<file path="config.mk">
export PLATFORM = sky130hd
export DESIGN_NAME = adc_capture_sequencer
export DESIGN_NICKNAME = d
export VERILOG_FILES = /design/src/rtl/adc_capture_pkg.sv /design/src/rtl/adc_capture_sequencer_edge_sync.sv /design/src/rtl/adc_capture_sequencer.sv
export SDC_FILE = /design/constraint.sdc
export NUM_CORES = 1
export LEC_CHECK = 0
export ABC_AREA = 1
export CAP_MARGIN = 20
export CORE_UTILIZATION = 30
export CTS_CLUSTER_SIZE = 30
export DETAILED_ROUTE_END_ITERATION = 7
export REMOVE_ABC_BUFFERS = 1
export SYNTH_ARGS = -nofsm -noshare
export SYNTH_HDL_FRONTEND = slang
export SYNTH_HIERARCHICAL = 1
export SYNTH_SLANG_ARGS = --single-unit
</file>
<file path="constraint.sdc">
create_clock -name clk -period 3.5 [get_ports clk]
set_clock_uncertainty 0.1 [all_clocks]
set_input_delay 0.7 -clock clk [delete_from_list [all_inputs] [get_ports clk]]
set_output_delay 0.7 -clock clk [all_outputs]
set_load 0.02 [all_outputs]
</file>
<file path="src/rtl/adc_capture_pkg.sv">
// Shared constants and types for the ADC capture sequencer.
package adc_capture_pkg;

  localparam int unsigned DEPTH  = 4096;
  localparam int unsigned DATA_W = 8;
  localparam int unsigned NCH    = 6;
  localparam int unsigned AW     = $clog2(DEPTH);
  localparam int unsigned SW     = NCH * DATA_W;

  typedef enum logic [1:0] {
    S_IDLE,
    S_ARMED,
    S_CAPTURE,
    S_DONE
  } cap_state_t;

  // Requester tag carried alongside a read through the RAM latency.
  typedef enum logic [1:0] {
    RID_NONE,
    RID_NIOS,
    RID_GUI
  } rd_id_t;

endpackage

</file>
<file path="src/rtl/adc_capture_sequencer_edge_sync.sv">
// Two-flop synchronizer followed by a rising-edge detector (one-cycle pulse).
module edge_sync (
  input  logic clk,
  input  logic reset,
  input  logic d_i,
  output logic pulse_o
);

  logic [2:0] sh_q;

  always_ff @(posedge clk) begin
    if (reset) begin
      sh_q <= 3'b000;
    end else begin
      sh_q <= {sh_q[1:0], d_i};
    end
  end

  // sh_q[1] is the synchronized level, sh_q[2] its previous value.
  assign pulse_o = sh_q[1] & ~sh_q[2];

endmodule

</file>
<file path="src/rtl/adc_capture_sequencer.sv">
// Captures one six-channel ADC record into the sample RAM and arbitrates the
// single RAM port between the capture writer, the Nios reader and the GUI reader.
module adc_capture_sequencer
  import adc_capture_pkg::*;
(
  input  logic          clk,
  input  logic          reset,
  input  logic          take_sample,
  input  logic          sample_strobe,
  input  logic [SW-1:0] ch_data,
  input  logic          read_new_sample,
  input  logic          nios_rd_req,
  input  logic [AW-1:0] nios_rd_addr,
  input  logic          gui_rd_req,
  input  logic [AW-1:0] gui_rd_addr,
  output logic          nios_gnt,
  output logic          gui_gnt,
  output logic          nios_rd_valid,
  output logic          gui_rd_valid,
  output logic [SW-1:0] nios_rd_data,
  output logic [SW-1:0] gui_rd_data,
  output logic [AW-1:0] ram_addr,
  output logic          ram_we,
  output logic [SW-1:0] ram_wdata,
  input  logic [SW-1:0] ram_rdata,
  output logic          writing_finish_flag,
  output logic          busy,
  output logic [AW:0]   sample_count
);

  logic te, se, re;

  edge_sync u_take_sync (.clk(clk), .reset(reset), .d_i(take_sample),     .pulse_o(te));
  edge_sync u_strb_sync (.clk(clk), .reset(reset), .d_i(sample_strobe),   .pulse_o(se));
  edge_sync u_ack_sync  (.clk(clk), .reset(reset), .d_i(read_new_sample), .pulse_o(re));

  cap_state_t    state_q, state_d;
  logic [AW-1:0] wr_ptr_q, wr_ptr_d;
  logic [AW:0]   cnt_q, cnt_d;
  logic          flag_q, flag_d;
  logic          busy_q, busy_d;
  logic [AW-1:0] addr_q, addr_d;
  logic          we_q, we_d;
  logic [SW-1:0] wdata_q, wdata_d;
  logic          ngnt_q, ngnt_d;
  logic          ggnt_q, ggnt_d;
  rd_id_t        tag_q, tag_d;
  logic          nval_q, nval_d;
  logic          gval_q, gval_d;
  logic [SW-1:0] ndata_q, ndata_d;
  logic [SW-1:0] gdata_q, gdata_d;
  logic          wr_fire;

  always_comb begin
    state_d  = state_q;
    wr_ptr_d = wr_ptr_q;
    cnt_d    = cnt_q;
    addr_d   = addr_q;
    we_d     = 1'b0;
    wdata_d  = wdata_q;
    ngnt_d   = 1'b0;
    ggnt_d   = 1'b0;
    ndata_d  = ndata_q;
    gdata_d  = gdata_q;
    wr_fire  = se && ((state_q == S_ARMED) || (state_q == S_CAPTURE));

    // Read return: grant register -> tag stage (RAM access) -> valid/data.
    tag_d  = ngnt_q ? RID_NIOS : (ggnt_q ? RID_GUI : RID_NONE);
    nval_d = (tag_q == RID_NIOS);
    gval_d = (tag_q == RID_GUI);
    if (nval_d) ndata_d = ram_rdata;
    if (gval_d) gdata_d = ram_rdata;

    unique case (state_q)
      S_IDLE: begin
        if (te) begin
          wr_ptr_d = '0;
          cnt_d    = '0;
          state_d  = S_ARMED;
        end
      end
      S_ARMED, S_CAPTURE: begin
        // wr_ptr is zero in ARMED, so word 0 aligns with the first fresh strobe.
        if (se) begin
          wr_ptr_d = wr_ptr_q + AW'(1);
          cnt_d    = cnt_q + (AW + 1)'(1);
          if (state_q == S_ARMED) begin
            state_d = S_CAPTURE;
          end else if (wr_ptr_q == AW'(DEPTH - 1)) begin
            state_d = S_DONE;
          end
        end
      end
      S_DONE: begin
        if (re) state_d = S_IDLE;
      end
      default: state_d = S_IDLE;
    endcase

    // Fixed priority: capture write, Nios read (record complete only), GUI read.
    if (wr_fire) begin
      we_d    = 1'b1;
      addr_d  = wr_ptr_q;
      wdata_d = ch_data;
    end else if (nios_rd_req && (state_q == S_DONE)) begin
      ngnt_d = 1'b1;
      addr_d = nios_rd_addr;
    end else if (gui_rd_req) begin
      ggnt_d = 1'b1;
      addr_d = gui_rd_addr;
    end

    flag_d = (state_d == S_DONE);
    busy_d = (state_d == S_ARMED) || (state_d == S_CAPTURE);
  end

  always_ff @(posedge clk) begin
    if (reset) begin
      state_q  <= S_IDLE;
      wr_ptr_q <= '0;
      cnt_q    <= '0;
      flag_q   <= 1'b0;
      busy_q   <= 1'b0;
      addr_q   <= '0;
      we_q     <= 1'b0;
      wdata_q  <= '0;
      ngnt_q   <= 1'b0;
      ggnt_q   <= 1'b0;
      tag_q    <= RID_NONE;
      nval_q   <= 1'b0;
      gval_q   <= 1'b0;
      ndata_q  <= '0;
      gdata_q  <= '0;
    end else begin
      state_q  <= state_d;
      wr_ptr_q <= wr_ptr_d;
      cnt_q    <= cnt_d;
      flag_q   <= flag_d;
      busy_q   <= busy_d;
      addr_q   <= addr_d;
      we_q     <= we_d;
      wdata_q  <= wdata_d;
      ngnt_q   <= ngnt_d;
      ggnt_q   <= ggnt_d;
      tag_q    <= tag_d;
      nval_q   <= nval_d;
      gval_q   <= gval_d;
      ndata_q  <= ndata_d;
      gdata_q  <= gdata_d;
    end
  end

  assign nios_gnt            = ngnt_q;
  assign gui_gnt             = ggnt_q;
  assign nios_rd_valid       = nval_q;
  assign gui_rd_valid        = gval_q;
  assign nios_rd_data        = ndata_q;
  assign gui_rd_data         = gdata_q;
  assign ram_addr            = addr_q;
  assign ram_we              = we_q;
  assign ram_wdata           = wdata_q;
  assign writing_finish_flag = flag_q;
  assign busy                = busy_q;
  assign sample_count        = cnt_q;

endmodule

</file>
After elaboration in Yosys (flattened, before gate mapping)
Index checks and enable logic that the tools add are counted.

word-level totals
  register bits = 201
  bits of input ports = 127
  output and inout port bits = 176
  logic and storage cells = 70

operators by class
  add/subtract/negate cells = 2
  equal/unequal tests = 11
  mux-type cells = 20
  bitwise logic cells = 6
  reductions and logical operators = 12

operators by type and width
  operator                 number
  $mux W12                 5
  $mux W13                 2
  $pmux W13 S2             1
  $pmux W12 S2             1
  $add A13 B1 Y13 const B  1
  $add A12 B1 Y12 const B  1
  $eq A12 B12 Y1 const B   1
  $mux W2                  6
  $eq A2 B2 Y1 const B     5
  $eq A2 B1 Y1 const B     3
  $pmux W2 S3              1
  $reduce_or A2 Y1         3
  $mux W1                  4
  $ne A2 B2 Y1 const B     2
  $and A1 B1 Y1            3
  $not A1 Y1               3
  $reduce_and A3 Y1        1
  $reduce_bool A3 Y1       1
  $reduce_or A3 Y1         1
  $logic_and A1 B1 Y1      2
  $logic_not A2 Y1         1
  $logic_or A1 B1 Y1       2
  $reduce_bool A2 Y1       1

Depth between registers and ports, before layout
  depth after elaboration = 7
  depth in mapped cells = 14
  mapped depth without buffers = 13

Cells and area by module
Netlist, hierarchy kept.

by module, submodules not included
  module                 instances  cells each  area an instance (µm²)  sequential area each (µm²)
  adc_capture_sequencer  1          974         7236.9                  3843.7
  edge_sync              3          10          86.3                    60.1

Worst setup path before layout
No wires, ideal clock.

  kind = register to register
  from = reg state_q[0]
  to = reg busy_q (netlist: busy)
  setup time = 0.128 ns
  arrival = 1.840 ns
  required time = 3.272 ns
  setup slack = 1.432 ns
  stages on the path, launching flop included = 13
  path buffers = 1
  clock period less this slack = 2.068 ns
  cells stage by stage = dfxtp_1 -> inv_1 -> ha_1 -> nand2_2 -> buf_2 -> inv_1 -> a22oi_1 -> nand2_1 -> nand2_1 -> nand2_1 -> ha_1 -> inv_1 -> nor2_1

on the way
  cells in the longest elaborated chain, start to end = 6
  elaborated cells between the ends (all ways) = 14
  classes of those cells = eq/ne: 5; mux: 6; reduce/logical: 3

ends and longest elaborated chain
  item                                                 line                                                                                   text
  start, declared                                      adc_capture_sequencer.sv:37                                                            cap_state_t state_q, state_d;
  start signal, assigned                               adc_capture_sequencer.sv:135                                                           state_q <= state_d;
  $eq A2 B1 Y1 / $mux W2 (equally long branches)       adc_capture_sequencer.sv:74, adc_capture_sequencer.sv:87, adc_capture_sequencer.sv:89
  $mux W2                                              adc_capture_sequencer.sv:87                                                            if (state_q == S_ARMED) begin
  $mux W2                                              adc_capture_sequencer.sv:84                                                            if (se) begin
  $pmux W2 S3 *                                        adc_capture_sequencer.sv:74                                                            unique case (state_q)
  $eq A2 B1 Y1 / $eq A2 B2 Y1 (equally long branches)  adc_capture_sequencer.sv:114                                                           busy_d = (state_d == S_ARMED) || (state_d == S_CAPTURE);
  $logic_or A1 B1 Y1 *                                 adc_capture_sequencer.sv:114
  via busy_d                                           adc_capture_sequencer.sv:41                                                            logic busy_q, busy_d;
  end signal, assigned                                 adc_capture_sequencer.sv:139                                                           busy_q <= busy_d;
  end, declared                                        adc_capture_sequencer.sv:41

Mark *: on every way through the listed nets, which the timed path passes. The rest lies on a longest branch.
A chain may end at the register's enable or synchronous reset.

Final worst setup path
  from = reg state_q[1]
  to = reg cnt_q[12] (netlist: sample_count[12])

on the way
  cells in the longest elaborated chain, start to end = 4
  elaborated cells between the ends (all ways) = 9
  classes of those cells = eq/ne: 4; mux: 1; reduce/logical: 4

ends and longest elaborated chain
  item                                                                 line                          text
  $eq A2 B2 Y1 / $eq A2 B1 Y1 (equally long branches)                  adc_capture_sequencer.sv:74
  $reduce_or A2 Y1                                                     adc_capture_sequencer.sv:74
  $ne A2 B2 Y1 (no line) / $reduce_bool A2 Y1 (equally long branches)  n/a
  $reduce_and A3 Y1 (no line)                                          n/a
  end signal, assigned                                                 adc_capture_sequencer.sv:137  cnt_q <= cnt_d;
  end, declared                                                        adc_capture_sequencer.sv:39   logic [AW:0] cnt_q, cnt_d;

Parallel ways exist; a longest one is shown, timed or not.

==> impl_results.html <==
<table>
<tr><th>Metric</th><th>Value</th></tr>
<tr><th colspan="2">Finish</th></tr>
<tr><td>Fraction of layout instances using a drive strength above 1</td><td>0.0415</td></tr>
<tr><td>Final core area utilization</td><td>0.472</td></tr>
<tr><td>Area of the multi-input gates</td><td>3060 sq um</td></tr>
<tr><td>Number of antenna cells inserted</td><td>0</td></tr>
<tr><td>Fin nets</td><td>1418</td></tr>
<tr><td>Layout overhead on the synthesized area</td><td>53.6%</td></tr>
<tr><td>Fill cells</td><td>2471</td></tr>
<tr><td>Register cell area after layout</td><td>4020 sq um</td></tr>
<tr><th colspan="2">Floorplan</th></tr>
<tr><td>Initial core utilization</td><td>0.307</td></tr>
<tr><td>Area inside the core boundary</td><td>24400 sq um</td></tr>
<tr><td>Row Count</td><td>57</td></tr>
<tr><td>Top-level I/O count</td><td>303</td></tr>
<tr><td>Die outline area</td><td>25600 sq um</td></tr>
<tr><td>Chip Width</td><td>160 um</td></tr>
<tr><td>Vertical die dimension</td><td>160 um</td></tr>
<tr><th colspan="2">Clocking</th></tr>
<tr><td>Cell at the root of the clock tree</td><td>sky130_fd_sc_hd__clkbuf_16</td></tr>
<tr><td>Clock Sinks</td><td>201</td></tr>
<tr><td>Post-CTS Hold Buffers</td><td>0</td></tr>
<tr><td>Clock slew seen by the registers of the worst setup and hold paths</td><td>0.06 ns</td></tr>
<tr><td>Clock insertion delay at the later pin of the skew report</td><td>0.49 ns</td></tr>
<tr><td>CTS H-tree depth</td><td>1</td></tr>
<tr><td>Clock tree from TritonCTS</td><td>built</td></tr>
<tr><td>Maximum buffer depth of the clock tree</td><td>3</td></tr>
<tr><td>Post-cts gate resize count</td><td>0</td></tr>
<tr><td>Post-CTS setup-driven buffer insertion count</td><td>0</td></tr>
<tr><td>Number of clock buffers inserted by TritonCTS</td><td>23</td></tr>
<tr><th colspan="2">Timing</th></tr>
<tr><td>Worst Tran Pin Value</td><td>0.585 ns</td></tr>
<tr><td>Number of pins exceeding their max-slew limit in the final report</td><td>0</td></tr>
<tr><td>Final worst path period need</td><td>2.55 ns</td></tr>
<tr><td>F_max</td><td>392 MHz</td></tr>
<tr><td>Fraction of the cycle the final worst path needs</td><td>0.729</td></tr>
<tr><td>Number of hold-slack violations in the final timing report</td><td>0</td></tr>
<tr><td>Slew margin rel.</td><td>0.610</td></tr>
<tr><td>Unrepaired setup endpoints after global routing</td><td>no</td></tr>
<tr><td>Final setup violation count</td><td>0</td></tr>
<tr><td>PnR worst setup slack</td><td>0.949 ns</td></tr>
<tr><th colspan="2">Synthesis</th></tr>
<tr><td>Portion of the post-synthesis area used by sequential elements</td><td>0.537</td></tr>
<tr><td>Synth cell count leaders</td><td>sky130_fd_sc_hd__nor2_1, sky130_fd_sc_hd__dfxtp_1, sky130_fd_sc_hd__nand2_1</td></tr>
<tr><td>Cell taking the most area after synthesis</td><td>sky130_fd_sc_hd__dfxtp_1</td></tr>
<tr><td>Number of synthesized register bits</td><td>201</td></tr>
<tr><td>Syn Std Cell Area</td><td>7500 sq um</td></tr>
<tr><td>YS warnings</td><td>6</td></tr>
<tr><td>Average cell area after synthesis</td><td>7.47 sq um</td></tr>
<tr><td>Share of flip-flops with an asynchronous set or reset after synthesis</td><td>0</td></tr>
<tr><td>Leading cell type by number of instances after synthesis</td><td>sky130_fd_sc_hd__nor2_1</td></tr>
<tr><td>Largest cells by area after synthesis</td><td>sky130_fd_sc_hd__dfxtp_1, sky130_fd_sc_hd__nor2_1, sky130_fd_sc_hd__nand2_1, sky130_fd_sc_hd__o21ai_0, sky130_fd_sc_hd__nand3_1</td></tr>
<tr><td>Count of distinct cell types in the synthesized netlist</td><td>30</td></tr>
<tr><td>Number of synthesized flops with an enable pin</td><td>0</td></tr>
<tr><td>Area share of the largest cell type after synthesis</td><td>0.537</td></tr>
<tr><td>Ys flop type</td><td>sky130_fd_sc_hd__dfxtp_1</td></tr>
<tr><td>Post-Syn Instances</td><td>1004</td></tr>
<tr><th colspan="2">Critical path</th></tr>
<tr><td>Start-to-end type of the worst setup path</td><td>register to register</td></tr>
<tr><td>Crit-path max FO</td><td>25</td></tr>
<tr><td>Buf+Inv Stages, Crit Path</td><td>1</td></tr>
<tr><td>Critical path endpoint category</td><td>register</td></tr>
<tr><td>Critical path startpoint category</td><td>register</td></tr>
<tr><td>Critical path's largest stage delay</td><td>0.47 ns</td></tr>
<tr><td>Worst path slowest cell</td><td>sky130_fd_sc_hd__a21oi_4</td></tr>
<tr><td>Reg-to-reg critical path startpoint</td><td>state_q[1]</td></tr>
<tr><td>Cell occurring most often along the worst timing path</td><td>sky130_fd_sc_hd__nand2_1</td></tr>
<tr><td>CP Data Required Time</td><td>3.79 ns</td></tr>
<tr><td>Largest delay contributor family on the critical path</td><td>simple AND/OR/NAND/NOR gates</td></tr>
<tr><td>Data arrival, critical path</td><td>2.84 ns</td></tr>
<tr><td>Worst setup path start</td><td>state_q[1]</td></tr>
<tr><td>List of cells traversed by the critical path</td><td>inv_1 -&gt; ha_1 -&gt; nand2_2 -&gt; a21oi_4 -&gt; nand2_1 -&gt; nor2_4 -&gt; nand3_1 -&gt; nand2_1 -&gt; nor2_1</td></tr>
<tr><th colspan="2">Route</th></tr>
<tr><td>Initial DRC Count</td><td>546</td></tr>
<tr><td>Drt drc</td><td>0</td></tr>
<tr><td>DR vias/cell</td><td>4.58</td></tr>
<tr><td>Drt total wl</td><td>23.6 mm</td></tr>
<tr><td>Post-route ant nets</td><td>0</td></tr>
<tr><td>Via count of the routed design</td><td>7432</td></tr>
<tr><td>Average detailed-routed wire length per instance</td><td>14.5 um</td></tr>
<tr><td>1st-pass router iterations</td><td>5</td></tr>
<tr><th colspan="2">Power and ir drop</th></tr>
<tr><td>Power per Cell Area</td><td>462 nW/um^2</td></tr>
<tr><td>Pwr Total</td><td>5.32 mW</td></tr>
<tr><td>Leak Pwr</td><td>4.76 nW</td></tr>
<tr><td>Worst supply voltage drop on vdd</td><td>0.000232 V</td></tr>
<tr><th colspan="2">Place</th></tr>
<tr><td>Final GP Congestion</td><td>0.820</td></tr>
<tr><td>DP Wirelength</td><td>16.0 mm</td></tr>
<tr><td>Port Buf Inserts</td><td>302</td></tr>
<tr><td>Placement Setup Slack</td><td>0.851 ns</td></tr>
<tr><th colspan="2">Global route</th></tr>
<tr><td>First-pass GRT wire length</td><td>37.3 mm</td></tr>
<tr><td>Maximum number of pins on one net before global-route repair</td><td>114</td></tr>
<tr><td>Total overflow reported by the global router</td><td>0</td></tr>
<tr><td>Global-route usage over all layers</td><td>0.179</td></tr>
<tr><td>Number of antenna violations at the first check in global routing</td><td>1</td></tr>
<tr><td>Via count of the first global-routing pass</td><td>7104</td></tr>
<tr><th colspan="2">Run</th></tr>
<tr><td>Max cap viols</td><td>0</td></tr>
<tr><th colspan="2">Hold path</th></tr>
<tr><td>Startpoint of the lowest-slack hold path</td><td>u_ack_sync/sh_q[0]</td></tr>
<tr><td>Worst hold path class</td><td>register to register</td></tr>
<tr><th colspan="2">Status</th></tr>
<tr><td>Result of the run</td><td>finished, final reports clean</td></tr>
</table>
## logic make-up after synthesis
logic type      count (synthesis)  synth area share
flops                         201             0.537
simple gates                  529             0.284
buf+inv                       107            0.0563
fa+ha+maj                       6            0.0100
compound gates                160             0.112
xor+xnor                        1           0.00117
## state kept, by name, indices dropped and copies added (netlist names)
register and cells:
ram_addr 12, sample_count 13, u_strb_sync/sh_q 3, tag_q 2, gui_rd_data 48, writing_finish_flag 1
nios_rd_valid 1, nios_gnt 1, state_q 2, u_ack_sync/sh_q 3, u_take_sync/sh_q 3, gui_rd_valid 1
wr_ptr_q 12, gui_gnt 1, ram_wdata 48, busy 1, nios_rd_data 48, ram_we 1
## per-stage QoR
stage                     instances  area (sq um)  TNS, ns  hold WS (ns)
after floorplan                 947          7260    -1.32         0.288
after global placement         1584         10800        0         0.292
after detailed placement       1584         10800        0         0.296
after CTS                      1624         11500        0         0.306
after global routing           1624         11500        0         0.322
final                          1624         11500        0         0.302
## final timing paths
check / endpoint / slack [ns] / cells past startpoint
setup reg to reg: sample_count[12] / 0.95 / 9
hold / removal: u_ack_sync/sh_q[1] / 0.30 / 2
setup / recovery: sample_count[12] / 0.95 / 9
hold reg to reg: u_ack_sync/sh_q[1] / 0.30 / 2
## power by group
| part | internal (mW) | switching (mW) |
|---|---|---|
| Clock | 1.39 | 0.922 |
| Sequential | 2.36 | 0.0413 |
| Combinational | 0.298 | 0.315 |
| Total | 4.04 | 1.28 |
## routing by layer
metal	vias up	part of all wire	routed length [um]	global-route usage
met4	2	0.021	500	0.0498
met3	42	0.088	2080	0.0512
met5	-	0.00055	13	0
li1	3769	-	-	-
met2	294	0.44	10400	0.295
met1	3325	0.45	10600	0.227
## area by class of cell
type                       instances  share of cell area
clock inverter                     3             0.00348
tap                              324              0.0352
sequential                       201               0.349
timing repair buffer             313               0.271
inverter                          50              0.0165
multi-input combinational        696               0.266
clock buffer                      37              0.0589
## layout by cell type, fill, tap and decap left out, drive strengths merged
| cell type | count |
|---|---|
| nand2 | 193 |
| a21oi | 24 |
| dfxtp | 201 |
| a31oi | 2 |
| o211a | 2 |
| o21ai | 126 |
| bufinv | 1 |
| xor2 | 1 |
| clkbuf | 37 |
| ha | 6 |
| buf | 11 |
| o21bai | 2 |
| nand3 | 69 |
| nand4 | 6 |
| a22oi | 1 |
| nor2 | 256 |
| a211oi | 3 |
| inv | 50 |
| and3 | 1 |
| nor3b | 1 |
| clkinv | 2 |
| clkdlybuf4s50 | 302 |
| nor3 | 3 |
## worst register-to-register path, cell delays in order (launching register included)
cell                      delay [ns]
sky130_fd_sc_hd__dfxtp_1        0.38
sky130_fd_sc_hd__inv_1          0.09
sky130_fd_sc_hd__ha_1           0.44
sky130_fd_sc_hd__nand2_2        0.39
sky130_fd_sc_hd__a21oi_4        0.47
sky130_fd_sc_hd__nand2_1        0.19
sky130_fd_sc_hd__nor2_4         0.18
sky130_fd_sc_hd__nand3_1        0.09
sky130_fd_sc_hd__nand2_1        0.07
sky130_fd_sc_hd__nor2_1         0.05
(Power assumes the default switching activity.)
==> edit 1 (same settings) <==
Encoding of `rd_id_t`: now one-hot (3 bits for 3 values).
--- a/src/rtl/adc_capture_pkg.sv
+++ b/src/rtl/adc_capture_pkg.sv
@@ -15,10 +15,10 @@
   } cap_state_t;
 
   // Requester tag carried alongside a read through the RAM latency.
-  typedef enum logic [1:0] {
-    RID_NONE,
-    RID_NIOS,
-    RID_GUI
+  typedef enum logic [2:0] {
+    RID_NONE = 3'b001,
+    RID_NIOS = 3'b010,
+    RID_GUI  = 3'b100
   } rd_id_t;
 
 endpackage
Formal check against the unedited RTL: same outputs for any inputs over 4 cycles, from zero or initial values and one cycle with reset high; so few cycles prove little.
==> edit 1 against the unedited design <==
Cell area is 1.7% higher. Utilization decreased by 0.56 points. Setup slack improved by 0.10 ns. Sequential cell count rose by 1. Sequential share of layout area fell by 0.42 points. Routed wire length shrank 3.7%. Clock power rose by 2%. Total power down 1.4%. Critical path depth unchanged. Via count is 2.3% lower. Area after synthesis increased by 2.2%.
==> edit 1: results (changes against the unedited design) <==
* Status: complete, no violations (unchanged)
* Clock share of power at 44.8% (was 43.4%)
* Fin cells at 1,621 (was 1,624)
* Synth cell types at 39 (was 30)
* Synth Area in Compound Gates at 14.2% (was 11.2%)
* Post-detail-place hpwl at 15,500 um (was 16,000 um)
* Number of global-route vias before repair at 6,782 (was 7,104)
* Leakage power at 4.74 nW (was 4.76 nW)
* Top cells by count, synth: 202 x dfxtp_1, 186 x nand2_1, 150 x nor2_1 (was 254 x nor2_1, 201 x dfxtp_1, 189 x nand2_1)
* Synth Area in Adders at 0.980% (was 1.00%)
* Crit-path slowest cell: a21oi_2 (was a21oi_4)
* Largest net degree at the start of global routing at 101 (was 114)
* Drt first pass iters at 4 (was 5)
* Num CTS Buffers at 24 (was 23)
* Final nets at 1,413 (was 1,418)
* Reg power frac at 45.3% (was 45.1%)
* Area after DPL at 11,000 um2 (was 10,800 um2)
* Slew Limit Headroom at 37.3% (was 61.0%)
* Switching Share at 23.2% (was 24.0%)
* Initial antenna violation count at 0 (was 1)
* First-pass GRT wire length at 35,300 um (was 37,300 um)
* Reg2reg setup slack at 1.05 ns (was 0.95 ns)
* Fraction of layout instances using a drive strength above 1 at 5.34% (was 4.15%)
* Routed wire length at 22,700 um (was 23,600 um)
* Share of the synthesized area in the top cell type at 52.8% (was 53.7%)
* Routability cong. at 0.775 (was 0.820)
-- edit 1: changes by cell type in the layout (fill, tap and decap cells not counted), moves of 3 or more --
cell / delta
nor2_1: -102
a21oi_1: +47
inv_1: +47
clkbuf_1: -7
nand3_1: -7
clkinv_2: +3
nand2_1: -3
nand3_2: +3
o21ai_0: +3
-- edit 1: worst register-to-register path: cells and delay by family (launching register included) --
family,cells,cell delay (ns)
flip-flops,1,0.37
AO/OA/AOI/OAI,1,0.50
adder cells (fa/ha/maj),1,0.47
AND/OR/NAND/NOR,6,0.81
buffers and inverters,1,0.10
-- edit 1: cells by family after synthesis --
| family | after synthesis |
|---|---|
| AND/OR/NAND/NOR | 425 |
| adder cells (fa/ha/maj) | 6 |
| buffers and inverters | 154 |
| XOR/XNOR | 1 |
| AO/OA/AOI/OAI | 210 |
| flip-flops | 202 |
-- edit 1: final cells by class --
type,instances,area (um2)
well taps,330,413
repair buffers,313,3140
flip-flops and latches,202,4040
multi-input cells,642,3000
fillers,2498,13400
clock buffers,31,688
clock inverters,6,55.1
inverters,97,367
-- edit 1: per-layer routing --
layer  wire, um  vias up  track usage [%]
li1           -     3750                -
met4        401        0             4.33
met3       2090       34             4.78
met5          0        -                0
met2       9890      263             26.7
met1      10300     3211             21.5
-- edit 1: worst max-delay path by stage --
stage | startpoint | to | slack [ns] | cells after the start
after global placement | nios_rd_req | ram_addr[0] | 0.80 | 7
final | state_q[1] | wr_ptr_q[11] | 1.05 | 9
after floorplan | reset | sample_count[2] | -0.27 | 5
after global routing | state_q[1] | wr_ptr_q[11] | 0.78 | 9
after detailed placement | reset | sample_count[4] | 0.72 | 6
after CTS | nios_gnt | nios_gnt | 1.03 | 1
==> edit 2 (same settings) <==
Made on the original files. `DATA_W`: 8 -> 12.
--- a/src/rtl/adc_capture_pkg.sv
+++ b/src/rtl/adc_capture_pkg.sv
@@ -2,7 +2,7 @@
 package adc_capture_pkg;
 
   localparam int unsigned DEPTH  = 4096;
-  localparam int unsigned DATA_W = 8;
+  localparam int unsigned DATA_W = 12;
   localparam int unsigned NCH    = 6;
   localparam int unsigned AW     = $clog2(DEPTH);
   localparam int unsigned SW     = NCH * DATA_W;
Interface: changed (5 resized); port bits go from 303 to 423. No check against the original RTL was run, so the function may have changed too.
==> edit 2 against the unedited design <==
Cell area increased by 36%. Total power increased by 38%. Setup slack got worse by 0.15 ns. Via count increased by 32%. Sequential cell count increased by 72. Routed wire length increased by 42%. Combinational power increased by 33%. Area after synthesis increased by 35%. Die area increased by 34%. Critical path depth decreased by 1. Largest cell class unchanged.
==> edit 2: results (changes against the unedited design) <==
* Synth Area in Adders at 0.744% (was 1.00%)
* Fin cells at 2,169 (was 1,624)
* Routability cong. at 0.789 (was 0.820)
* M1 WL at 14,000 um (was 10,600 um)
* Synth cell types at 34 (was 30)
* GRT Util Overall at 18.5% (was 17.9%)
* Setup crit end: ram_addr[3] (was sample_count[12])
* HP Start: u_strb_sync/sh_q[0] (was u_ack_sync/sh_q[0])
* Critical path peak fanout at 50 (was 25)
* Post-Synth XOR/XNOR Area at 0.0868% (was 0.117%)
* Status: complete, no violations (unchanged)
* Crit path arrival time at 3.08 ns (was 2.84 ns)
* Top post-synthesis cells by area: dfxtp_1 54%, nor2_1 13%, nand2_1 8.7%, o21ai_0 8.5%, nand3_1 4.5% (was dfxtp_1 54%, nor2_1 13%, nand2_1 9.5%, o21ai_0 8.0%, nand3_1 4.6%)
* Num CTS Buffers at 31 (was 23)
* Crit-path slowest cell: buf_4 (was a21oi_4)
* GR met2 Demand/Resource at 31.0% (was 29.5%)
* Drt wl/cell at 15.4 um (was 14.5 um)
* Post-detail-place hpwl at 22,900 um (was 16,000 um)
* Skew-Pair Late Insertion Delay at 0.55 ns (was 0.49 ns)
* First DRT Iteration DRCs at 433 (was 546)
* Area after DPL at 14,600 um2 (was 10,800 um2)
* # fillers at 3,276 (was 2,471)
* Fraction of layout instances using a drive strength above 1 at 4.75% (was 4.15%)
* Vias at 9,783 (was 7,432)
* DR top layer: met4 (was met5)
* Port bufs at 422 (was 302)
* Final nets at 1,884 (was 1,418)
* Met3 usage at 6.21% (was 5.12%)
* Met3 routed WL at 3370 um (was 2080 um)
==> edit 2: changes by cell type after synthesis, sizes merged <==
cell | unedited run | this run
nand3 | 69 | 93
inv | 50 | 52
dfxtp | 201 | 273
o21ai | 126 | 174
nor3 | 3 | 4
nand4 | 6 | 7
o21a | 0 | 1
buf | 17 | 37
nand2 | 193 | 239
and3 | 1 | 0
nor2 | 256 | 350
clkbuf | 40 | 42
==> edit 2: cell type report <==
type | instances | share of cell area, %
sequential | 273 | 35.0
antenna | 1 | 0.0160
clock inverter | 7 | 0.568
multi-input combinational | 910 | 25.8
timing repair buffer | 435 | 27.8
clock buffer | 49 | 6.04
tap | 442 | 3.54
inverter | 52 | 1.28
==> edit 2: power by group <==
group	internal, mW	switching [mW]	total (mW)
registers	3.20	0.0496	3.25
clock network	1.98	1.29	3.26
logic	0.396	0.419	0.814
